**config.mk**
```make
export PLATFORM = sky130hd
export DESIGN_NAME = pipe_hazard_ctrl_flat
export DESIGN_NICKNAME = d
export VERILOG_FILES = /design/src/rtl/pipe_hazard_ctrl_pkg.sv /design/src/rtl/pipe_hazard_ctrl_if.sv /design/src/rtl/pipe_hazard_ctrl_lu_timer.sv /design/src/rtl/pipe_hazard_ctrl.sv /design/src/flat_wrapper.sv
export SDC_FILE = /design/constraint.sdc
export NUM_CORES = 1
export LEC_CHECK = 0
export CAP_MARGIN = 40
export CORE_UTILIZATION = 24
export CTS_CLUSTER_SIZE = 8
export DETAILED_ROUTE_END_ITERATION = 16
export PLACE_DENSITY = 0.88
export SLEW_MARGIN = 20
export SYNTH_ARGS = -nofsm -noshare
export SYNTH_HDL_FRONTEND = slang
export SYNTH_HIERARCHICAL = 1
export SYNTH_SLANG_ARGS = --single-unit
```
**constraint.sdc**
```tcl
create_clock -name clk -period 2.3 [get_ports clk]
set_input_delay 0.69 -clock clk [delete_from_list [all_inputs] [get_ports clk]]
set_output_delay 0.69 -clock clk [all_outputs]
set_load 0.01 [all_outputs]
```
**src/rtl/pipe_hazard_ctrl_pkg.sv**
```systemverilog
// Shared definitions for the Y86 pipeline hazard controller:
// icode values, status encodings, controller state codes and small helpers.
package pipe_pkg;

  localparam logic [3:0] I_HALT  = 4'h0;
  localparam logic [3:0] I_NOP   = 4'h1;
  localparam logic [3:0] I_RMMOV = 4'h4;
  localparam logic [3:0] I_MRMOV = 4'h5;
  localparam logic [3:0] I_JXX   = 4'h7;
  localparam logic [3:0] I_CALL  = 4'h8;
  localparam logic [3:0] I_RET   = 4'h9;
  localparam logic [3:0] I_PUSH  = 4'hA;
  localparam logic [3:0] I_POP   = 4'hB;

  localparam logic [3:0] STAT_AOK = 4'b1000;
  localparam logic [3:0] STAT_HLT = 4'b0100;
  localparam logic [3:0] STAT_ADR = 4'b0010;
  localparam logic [3:0] STAT_INS = 4'b0001;

  localparam logic [1:0] ST_RUN  = 2'd0;
  localparam logic [1:0] ST_LU   = 2'd1;
  localparam logic [1:0] ST_HALT = 2'd2;

  // True for every instruction that touches data memory in M
  function automatic logic is_mem_op(input logic [3:0] icode);
    return icode inside {I_RMMOV, I_MRMOV, I_CALL, I_RET, I_PUSH, I_POP};
  endfunction

  // Increment that sticks at all-ones instead of wrapping
  function automatic logic [31:0] sat_inc(input logic [31:0] value);
    return (value == 32'hFFFF_FFFF) ? value : value + 32'd1;
  endfunction

endpackage

```
**src/rtl/pipe_hazard_ctrl_if.sv**
```systemverilog
// Bundle between the pipeline datapath (master) and the hazard controller
// (slave). The performance counters exist only when HAZ_PERF_EN is defined.
interface pipe_hazard_ctrl_if #(
  parameter int REG_W  = 4,
  parameter int STAT_W = 4
);
  import pipe_pkg::*;

  logic [3:0]        D_icode;
  logic [REG_W-1:0]  d_srcA;
  logic [REG_W-1:0]  d_srcB;
  logic [3:0]        E_icode;
  logic [REG_W-1:0]  E_dstM;
  logic              e_cnd;
  logic [3:0]        M_icode;
  logic [STAT_W-1:0] m_stat;
  logic [STAT_W-1:0] W_stat;
  logic              dmem_ready;

  logic F_stall, D_stall, M_stall, W_stall;
  logic D_bubble, E_bubble, M_bubble, W_bubble;
  logic set_cc;
  logic halted;
  logic [1:0] state;

`ifdef HAZ_PERF_EN
  logic [31:0] stall_cnt;
  logic [31:0] mispred_cnt;
  logic [31:0] memwait_cnt;
`endif

  modport master (
    output D_icode, d_srcA, d_srcB, E_icode, E_dstM, e_cnd, M_icode,
           m_stat, W_stat, dmem_ready,
    input  F_stall, D_stall, M_stall, W_stall,
           D_bubble, E_bubble, M_bubble, W_bubble, set_cc, halted, state
`ifdef HAZ_PERF_EN
   ,input  stall_cnt, mispred_cnt, memwait_cnt
`endif
  );

  modport slave (
    input  D_icode, d_srcA, d_srcB, E_icode, E_dstM, e_cnd, M_icode,
           m_stat, W_stat, dmem_ready,
    output F_stall, D_stall, M_stall, W_stall,
           D_bubble, E_bubble, M_bubble, W_bubble, set_cc, halted, state
`ifdef HAZ_PERF_EN
   ,output stall_cnt, mispred_cnt, memwait_cnt
`endif
  );

endinterface

```
**src/rtl/pipe_hazard_ctrl_lu_timer.sv**
```systemverilog
// Load-use latency timer. A load starts a countdown of LOAD_LAT-1 extra
// stall cycles; the count holds while frozen and cannot be reloaded while
// it is still running.
module pipe_lu_timer #(
  parameter int LOAD_LAT = 1
) (
  input  logic clk,
  input  logic rst_n,
  input  logic load_i,
  input  logic freeze_i,
  output logic active_o,
  output logic last_o
);

  localparam logic [3:0] RELOAD = 4'(LOAD_LAT - 1);

  logic [3:0] lu_cnt_q, lu_cnt_d;

  // Next count: hold when frozen, count down while running, otherwise accept a load
  always_comb begin
    lu_cnt_d = lu_cnt_q;
    if (freeze_i) begin
      lu_cnt_d = lu_cnt_q;
    end else if (lu_cnt_q != 4'd0) begin
      lu_cnt_d = lu_cnt_q - 4'd1;
    end else if (load_i) begin
      lu_cnt_d = RELOAD;
    end
  end

  // Count register, cleared asynchronously
  always_ff @(posedge clk or negedge rst_n) begin
    if (!rst_n) begin
      lu_cnt_q <= 4'd0;
    end else begin
      lu_cnt_q <= lu_cnt_d;
    end
  end

  assign active_o = (lu_cnt_q != 4'd0);
  assign last_o   = (lu_cnt_q == 4'd1);

endmodule

```
**src/rtl/pipe_hazard_ctrl.sv**
```systemverilog
// Hazard/stall controller for the 5-stage Y86 pipeline. Produces per-stage
// stall/bubble controls and set_cc, handles multi-cycle load-use latency,
// memory wait states and a sticky halt on exceptional write-back status.
// Optional macro HAZ_PERF_EN adds saturating performance counters.
module pipe_hazard_ctrl
  import pipe_pkg::*;
#(
  parameter int               LOAD_LAT = 1,
  parameter int               REG_W    = 4,
  parameter int               STAT_W   = 4,
  parameter logic [REG_W-1:0] NONE_REG = {REG_W{1'b1}}
) (
  input logic               clk,
  input logic               rst_n,
  pipe_hazard_ctrl_if.slave bus
);

  localparam logic [STAT_W-1:0] AOK = STAT_W'(STAT_AOK);

  logic [1:0] state_q, state_d;
  logic in_halt, in_lu;
  logic lu_det, mem_wait, mispred, ret_haz;
  logic cc_block, m_exc, w_exc;
  logic lu_load, lu_freeze, lu_active, lu_last;
  logic f_stall, d_stall, m_stall, w_stall;
  logic d_bubble, e_bubble, m_bubble, w_bubble;
  logic set_cc, halted;

  assign in_halt = (state_q == ST_HALT);
  assign in_lu   = (state_q == ST_LU);

  // Hazard conditions seen by the current pipeline contents
  always_comb begin
    lu_det   = (bus.E_icode == I_MRMOV || bus.E_icode == I_POP) &&
               (bus.E_dstM != NONE_REG) &&
               (bus.E_dstM == bus.d_srcA || bus.E_dstM == bus.d_srcB);
    mem_wait = is_mem_op(bus.M_icode) && !bus.dmem_ready;
    mispred  = (bus.E_icode == I_JXX) && !bus.e_cnd;
    ret_haz  = (bus.D_icode == I_RET) || (bus.E_icode == I_RET) ||
               (bus.M_icode == I_RET);
    m_exc    = (bus.m_stat != AOK);
    w_exc    = (bus.W_stat != AOK);
    cc_block = (bus.E_icode == I_HALT) || m_exc || w_exc;
  end

  // The timer only starts from RUN when load-use is the winning hazard
  assign lu_load   = !in_halt && !mem_wait && !mispred && lu_det && !lu_active;
  assign lu_freeze = in_halt || mem_wait;

  pipe_lu_timer #(
    .LOAD_LAT(LOAD_LAT)
  ) u_lu_timer (
    .clk     (clk),
    .rst_n   (rst_n),
    .load_i  (lu_load),
    .freeze_i(lu_freeze),
    .active_o(lu_active),
    .last_o  (lu_last)
  );

  // Next state: bad write-back status wins over everything, then LU entry/exit
  always_comb begin
    state_d = state_q;
    if (in_halt) begin
      state_d = ST_HALT;
    end else if (w_exc) begin
      state_d = ST_HALT;
    end else if (lu_load && (LOAD_LAT > 1)) begin
      state_d = ST_LU;
    end else if (in_lu && !lu_freeze && lu_last) begin
      state_d = ST_RUN;
    end
  end

  // State register, back to RUN on reset from any state
  always_ff @(posedge clk or negedge rst_n) begin
    if (!rst_n) begin
      state_q <= ST_RUN;
    end else begin
      state_q <= state_d;
    end
  end

  // Stage controls: one priority branch, then exception gating on top of it
  always_comb begin
    f_stall  = 1'b0;
    d_stall  = 1'b0;
    m_stall  = 1'b0;
    w_stall  = 1'b0;
    d_bubble = 1'b0;
    e_bubble = 1'b0;
    m_bubble = 1'b0;
    w_bubble = 1'b0;
    set_cc   = 1'b1;
    halted   = 1'b0;
    if (in_halt) begin
      f_stall  = 1'b1;
      d_stall  = 1'b1;
      m_stall  = 1'b1;
      w_stall  = 1'b1;
      e_bubble = 1'b1;
      set_cc   = 1'b0;
      halted   = 1'b1;
    end else begin
      if (mem_wait) begin
        f_stall  = 1'b1;
        d_stall  = 1'b1;
        m_stall  = 1'b1;
        w_bubble = 1'b1;
      end else if (mispred) begin
        d_bubble = 1'b1;
        e_bubble = 1'b1;
      end else if (lu_det || in_lu) begin
        f_stall  = 1'b1;
        d_stall  = 1'b1;
        e_bubble = 1'b1;
      end else if (ret_haz) begin
        f_stall  = 1'b1;
        d_bubble = 1'b1;
      end
      if (cc_block) set_cc = 1'b0;
      if (m_exc) m_bubble = 1'b1;
      if (w_exc) w_stall = 1'b1;
    end
  end

  assign bus.F_stall  = f_stall;
  assign bus.D_stall  = d_stall;
  assign bus.M_stall  = m_stall;
  assign bus.W_stall  = w_stall;
  assign bus.D_bubble = d_bubble;
  assign bus.E_bubble = e_bubble;
  assign bus.M_bubble = m_bubble;
  assign bus.W_bubble = w_bubble;
  assign bus.set_cc   = set_cc;
  assign bus.halted   = halted;
  assign bus.state    = state_q;

`ifdef HAZ_PERF_EN
  logic [31:0] stall_cnt_q, mispred_cnt_q, memwait_cnt_q;

  // Event counters: saturating, and frozen once the pipeline has halted
  always_ff @(posedge clk or negedge rst_n) begin
    if (!rst_n) begin
      stall_cnt_q   <= 32'd0;
      mispred_cnt_q <= 32'd0;
      memwait_cnt_q <= 32'd0;
    end else if (!in_halt) begin
      if (f_stall) stall_cnt_q <= sat_inc(stall_cnt_q);
      if (mispred && !mem_wait) mispred_cnt_q <= sat_inc(mispred_cnt_q);
      if (mem_wait) memwait_cnt_q <= sat_inc(memwait_cnt_q);
    end
  end

  assign bus.stall_cnt   = stall_cnt_q;
  assign bus.mispred_cnt = mispred_cnt_q;
  assign bus.memwait_cnt = memwait_cnt_q;
`endif

endmodule
```
**src/flat_wrapper.sv**
```systemverilog
// flat-port wrapper written by rule: the top's interface ports become plain ports
module pipe_hazard_ctrl_flat import pipe_pkg::*;
#(
  parameter int               LOAD_LAT = 1,
  parameter int               REG_W    = 4,
  parameter int               STAT_W   = 4,
  parameter logic [REG_W-1:0] NONE_REG = {REG_W{1'b1}}
)
  (clk, rst_n, bus_D_icode, bus_d_srcA, bus_d_srcB, bus_E_icode, bus_E_dstM, bus_e_cnd, bus_M_icode, bus_m_stat, bus_W_stat, bus_dmem_ready, bus_F_stall, bus_D_stall, bus_M_stall, bus_W_stall, bus_D_bubble, bus_E_bubble, bus_M_bubble, bus_W_bubble, bus_set_cc, bus_halted, bus_state);
  pipe_hazard_ctrl_if #(.REG_W(REG_W), .STAT_W(STAT_W)) bus_i ();
  input logic clk;
  input logic rst_n;
  input wire logic [$bits(bus_i.D_icode)-1:0] bus_D_icode;
  input wire logic [$bits(bus_i.d_srcA)-1:0] bus_d_srcA;
  input wire logic [$bits(bus_i.d_srcB)-1:0] bus_d_srcB;
  input wire logic [$bits(bus_i.E_icode)-1:0] bus_E_icode;
  input wire logic [$bits(bus_i.E_dstM)-1:0] bus_E_dstM;
  input wire logic [$bits(bus_i.e_cnd)-1:0] bus_e_cnd;
  input wire logic [$bits(bus_i.M_icode)-1:0] bus_M_icode;
  input wire logic [$bits(bus_i.m_stat)-1:0] bus_m_stat;
  input wire logic [$bits(bus_i.W_stat)-1:0] bus_W_stat;
  input wire logic [$bits(bus_i.dmem_ready)-1:0] bus_dmem_ready;
  output wire logic [$bits(bus_i.F_stall)-1:0] bus_F_stall;
  output wire logic [$bits(bus_i.D_stall)-1:0] bus_D_stall;
  output wire logic [$bits(bus_i.M_stall)-1:0] bus_M_stall;
  output wire logic [$bits(bus_i.W_stall)-1:0] bus_W_stall;
  output wire logic [$bits(bus_i.D_bubble)-1:0] bus_D_bubble;
  output wire logic [$bits(bus_i.E_bubble)-1:0] bus_E_bubble;
  output wire logic [$bits(bus_i.M_bubble)-1:0] bus_M_bubble;
  output wire logic [$bits(bus_i.W_bubble)-1:0] bus_W_bubble;
  output wire logic [$bits(bus_i.set_cc)-1:0] bus_set_cc;
  output wire logic [$bits(bus_i.halted)-1:0] bus_halted;
  output wire logic [$bits(bus_i.state)-1:0] bus_state;
  assign bus_i.D_icode = bus_D_icode;
  assign bus_i.d_srcA = bus_d_srcA;
  assign bus_i.d_srcB = bus_d_srcB;
  assign bus_i.E_icode = bus_E_icode;
  assign bus_i.E_dstM = bus_E_dstM;
  assign bus_i.e_cnd = bus_e_cnd;
  assign bus_i.M_icode = bus_M_icode;
  assign bus_i.m_stat = bus_m_stat;
  assign bus_i.W_stat = bus_W_stat;
  assign bus_i.dmem_ready = bus_dmem_ready;
  assign bus_F_stall = bus_i.F_stall;
  assign bus_D_stall = bus_i.D_stall;
  assign bus_M_stall = bus_i.M_stall;
  assign bus_W_stall = bus_i.W_stall;
  assign bus_D_bubble = bus_i.D_bubble;
  assign bus_E_bubble = bus_i.E_bubble;
  assign bus_M_bubble = bus_i.M_bubble;
  assign bus_W_bubble = bus_i.W_bubble;
  assign bus_set_cc = bus_i.set_cc;
  assign bus_halted = bus_i.halted;
  assign bus_state = bus_i.state;
  pipe_hazard_ctrl #(.LOAD_LAT(LOAD_LAT), .REG_W(REG_W), .STAT_W(STAT_W), .NONE_REG(NONE_REG)) u_core (.clk(clk), .rst_n(rst_n), .bus(bus_i));
endmodule
```
## After elaboration in Yosys (flattened, before gate mapping)

Cells that the tools add are included.

| word-level totals | value |
|---|---|
| register bits | 6 |
| latch bits | 0 |
| RAM bits | 0 |
| bits in read-only memories | 0 |
| input bits | 36 |
| logic and storage cells | 85 |
| memories kept | 0 |

| operators by class | value |
|---|---|
| add/sub/neg operators | 1 |
| multiply operators | 0 |
| divide/modulo/power cells | 0 |
| order comparisons | 0 |
| equality and inequality tests | 19 |
| shift-type cells | 0 |
| multiplexer cells | 31 |
| bitwise gates (word level) | 1 |
| reductions and logical operators | 31 |

Operators by type and width:

| operator | count |
|---|---|
| $eq 4x4->1 const B | 7 |
| $mux 1 | 26 |
| $eq 4x3->1 const B | 4 |
| $ne 4x4->1 const B | 3 |
| $logic_and 1x1->1 | 10 |
| $eq 4x4->1 | 2 |
| $logic_or 1x1->1 | 8 |
| $mux 4 | 2 |
| $logic_not 1->1 | 7 |
| $mux 2 | 3 |
| $reduce_bool 6->1 | 1 |
| $eq 4x1->1 const B | 1 |
| $logic_not 4->1 | 1 |
| $reduce_bool 4->1 | 1 |
| $sub 4x1->4 const B | 1 |
| $reduce_bool 3->1 | 1 |
| $eq 2x1->1 const B | 1 |
| $eq 2x2->1 const B | 1 |
| $reduce_and 2->1 | 1 |
| $reduce_bool 2->1 | 1 |
| $not 1->1 | 1 |

## Logic depth before layout (Yosys ltp)

| depth | value |
|---|---|
| word-level depth | 10 |
| depth in mapped cells | 4 |
| depth with buffers taken out | 4 |

## Worst setup path after synthesis

No wires, ideal clock.

| path | value |
|---|---|
| kind | in2out |
| start | in bus_m_stat[1] |
| end | out bus_set_cc |
| data arrival time | 1528 ps |
| setup slack | 82 ps |
| cell stages on the path | 2 |
| buffers on the path | 0 |
| cell sequence | or4b_1 > nor3_1 |

| on the way | value |
|---|---|
| longest elaborated chain between the ends | 5 |

Ends and longest elaborated chain:

| what | RTL line | source |
|---|---|---|
| start, declared | flat_wrapper.sv:20 | `input wire logic [$bits(bus_i.m_stat)-1:0] bus_m_stat;` |
| $ne 4x4->1 | pipe_hazard_ctrl.sv:41 | `m_exc = (bus.m_stat != AOK);` |
| $logic_or 1x1->1 (2 in a row) | pipe_hazard_ctrl.sv:43 | `cc_block = (bus.E_icode == I_HALT) \|\| m_exc \|\| w_exc;` |
| $mux 1 | pipe_hazard_ctrl.sv:121 | `if (cc_block) set_cc = 1'b0;` |
| $mux 1 | pipe_hazard_ctrl.sv:96 | `if (in_halt) begin` |
| end, declared | flat_wrapper.sv:31 | `output wire logic [$bits(bus_i.set_cc)-1:0] bus_set_cc;` |

No other way between the ends.

## Worst setup path after layout

| path | value |
|---|---|
| start | in bus_d_srcA[2] |
| end | out bus_D_bubble |

| on the way | value |
|---|---|
| longest elaborated chain between the ends | 8 |

Ends and longest elaborated chain:

| what | RTL line | source |
|---|---|---|
| start, declared | flat_wrapper.sv:14 | `input wire logic [$bits(bus_i.d_srcA)-1:0] bus_d_srcA;` |
| $eq 4x4->1 | pipe_hazard_ctrl.sv:36 | `(bus.E_dstM == bus.d_srcA \|\| bus.E_dstM == bus.d_srcB);` |
| $logic_or 1x1->1 | pipe_hazard_ctrl.sv:36 |  |
| $logic_and 1x1->1 | pipe_hazard_ctrl.sv:35 | `(bus.E_dstM != NONE_REG) &&` |
| $logic_or 1x1->1 | pipe_hazard_ctrl.sv:113 | `end else if (lu_det \|\| in_lu) begin` |
| $mux 1 | pipe_hazard_ctrl.sv:113 |  |
| $mux 1 | pipe_hazard_ctrl.sv:110 | `end else if (mispred) begin` |
| $mux 1 | pipe_hazard_ctrl.sv:105 | `if (mem_wait) begin` |
| $mux 1 | pipe_hazard_ctrl.sv:96 |  |
| end, declared | flat_wrapper.sv:27 | `output wire logic [$bits(bus_i.D_bubble)-1:0] bus_D_bubble;` |

No other way between the ends.

==> flow_metrics.env <==
export IMPL_status="complete, but fails checks"
export IMPL_violations="setup timing"
export IMPL_rows=13
export IMPL_peakVddDrop_v=0.000102
export IMPL_die_area_mm2=0.00170
export IMPL_die_h_um=41.2
export IMPL_portBuffers=46
export IMPL_ys_seq_area_share_pct=6.78
export IMPL_wl_met3_um=146
export IMPL_grt_pass1_wl_um=2110
export IMPL_worstSetupEndpointType="output port"
export IMPL_fillers=102
export IMPL_gr_usage_all_layers_pct=18.2
export IMPL_dr_wl_met2_um=874
export IMPL_antenna_found_initial=0
export IMPL_hold_viol=0
export IMPL_cp_start_kind="input pin"
export IMPL_postRouteWirelength_um=1510
export IMPL_largest_register_ffs=1
export IMPL_drive_above_1_share_pct=70.4
export IMPL_crit_path_max_fanout=3
export IMPL_grt_start_max_net_pins=7
export IMPL_syn_to_final_growth_pct=171
export IMPL_drv_cap=0
export IMPL_drt_iter0_markers=1
export IMPL_p_total_mw=0.152
export IMPL_synth_warnings=6
export IMPL_synth_nets=81
export IMPL_grt_ovfl_total=0
export IMPL_drc_errors=0
export IMPL_power_density_mw_per_mm2=152
export IMPL_layout_setup_ws_ns=-0.150
export IMPL_place_congestion=0.656
export IMPL_synth_avg_cell_area_um2=8.20
export IMPL_core_area_mm2=0.00137
export IMPL_fin_util_pct=73.3
export IMPL_instances_no_fill=113
export IMPL_leakage_nw=0.435
export IMPL_yosysUniqueCellTypes=26
export IMPL_layout_commonest_cell="buf_2"
export IMPL_die_w_um=41.2
export IMPL_met1_length_um=491
export IMPL_grt_setup_unrepaired="yes"
export IMPL_antenna_left=0
export IMPL_dpl_cell_count=110
export IMPL_initial_core_util_pct=27.0
export IMPL_drv_slew=0
export IMPL_worstPathRequired_ns=1.61
export IMPL_grt_pass1_vias=524
export IMPL_route_top_layer_used="met3"
export IMPL_syn_instance_count=45
export IMPL_final_cell_mix="23 x buf_2, 8 x buf_6, 7 x buf_4"
export IMPL_firstDrtPassIters=2
export IMPL_clk_latency_ns=0
export IMPL_crit_arrival_ns=1.76
export IMPL_crit_type="in -> out"
export IMPL_io_pin_count=48
export IMPL_ys_ff_latch=1
export IMPL_clkTransAtPathRegs_ns=0
export IMPL_hpwl_um=1140
export IMPL_setup_viol=5
export IMPL_period_minus_slack_ns=2.45
export IMPL_antenna_cells=0
export IMPL_fmax_mhz=408
export IMPL_fin_crit_sh_pct=107
export IMPL_vias=543
export IMPL_finalNetCount=136
export IMPL_avgRoutedWirePerCell_um=13.4
export IMPL_netlist_area_um2=369
export IMPL_viasPerCell=4.81
export IMPL_hold_path_class="reg -> reg"
export IMPL_finClkSkew_ns=0
synth_stat cells (all sizes together):
cell type  count  share of area, %
a21oi          1               1.4
o21bai         1               2.0
nand3b         1               2.0
nor4           4                15
nand2b         2               3.4
dfrtp          1               6.8
o211ai         1               2.0
and3b          1               2.7
buf            2               4.1
nand4          1               1.7
o211a          1               2.7
or4b           1               2.7
nor3b          3               7.5
xor2           8                19
nor3           1               1.4
nor2           4               4.1
o21ai          2               3.7
a311o          1               2.7
nor2b          2               3.4
nand2          3               3.1
conb           1               1.0
nand4b         1               2.4
nor4bb         2               5.4
report_power, final:
group          leakage, nW  switching [mW]  internal (mW)
Combinational        0.426          0.0574         0.0766
Sequential         0.00875               0         0.0179
Clock                    0               0              0
Total                0.435          0.0574         0.0945
worst paths after layout:
kind / to / slack, ns / depth (start not counted) / startpoint
max in group asynchronous: u_core/bus.state[1]$_DFFE_PN0P_ / 1.36 / 1 / rst_n
min in group asynchronous: u_core/bus.state[1]$_DFFE_PN0P_ / 0.84 / 1 / rst_n
max: bus_D_bubble / -0.15 / 7 / bus_d_srcA[2]
max reg2reg: u_core/bus.state[1]$_DFFE_PN0P_ / 1.47 / 2 / u_core/bus.state[1]$_DFFE_PN0P_
min reg2reg: u_core/bus.state[1]$_DFFE_PN0P_ / 0.53 / 2 / u_core/bus.state[1]$_DFFE_PN0P_
min: u_core/bus.state[1]$_DFFE_PN0P_ / 0.53 / 2 / u_core/bus.state[1]$_DFFE_PN0P_
layout make-up:
| class | count | area, um2 | share of cell area, % |
|---|---|---|---|
| timing repair buffer | 55 | 417 | 41.6 |
| tap | 15 | 18.8 | 1.88 |
| sequential | 1 | 25.0 | 2.50 |
| multi-input combinational | 42 | 541 | 54.0 |
what timing repair did:
item | 4_1_cts | 5_1_grt
setup buffers | 3 | 0
endpoints found under the setup margin | 9 | 9
hold buffers | 0 | 0
gates resized for setup | 167 | 20
pin swaps | 21 | 13
cells by family (layout without fill, tap and decap cells):
logic type | Yosys count | after routing | share of synthesized area (%)
buf+inv | 2 | 55 | 4.07
flops | 1 | 1 | 6.78
other cells | 1 | 1 | 1.02
xor+xnor | 8 | 8 | 19.0
compound gates | 7 | 7 | 14.6
simple gates | 26 | 26 | 54.6
worst max-delay path, stage by stage:
cell	delay (ns)
buf_8	0.10
xor2_4	0.18
nor4_4	0.28
buf_4	0.16
o21ai_4	0.06
nor3b_2	0.15
buf_2	0.13
per-stage QoR:
| stage | setup TNS (ns) | area [um2] | setup WS [ns] | hold slack, ns |
|---|---|---|---|---|
| after global routing | -0.631 | 1000 | -0.193 | 0.554 |
| after detailed placement | -6.61 | 878 | -0.888 | 0.499 |
| after global placement | -6.28 | 878 | -0.829 | 0.481 |
| final | -0.379 | 1000 | -0.150 | 0.529 |
| after CTS | -0.389 | 946 | -0.143 | 0.505 |
| after floorplan | 0 | 369 | 0.0820 | 0.394 |
per-layer routing:
layer	track usage, %	vias up
met2	39.1	29
met4	0	0
met3	0.543	0
li1	-	264
met5	0	-
met1	20.1	250
Note: power is estimated with default switching activity, not from simulation.
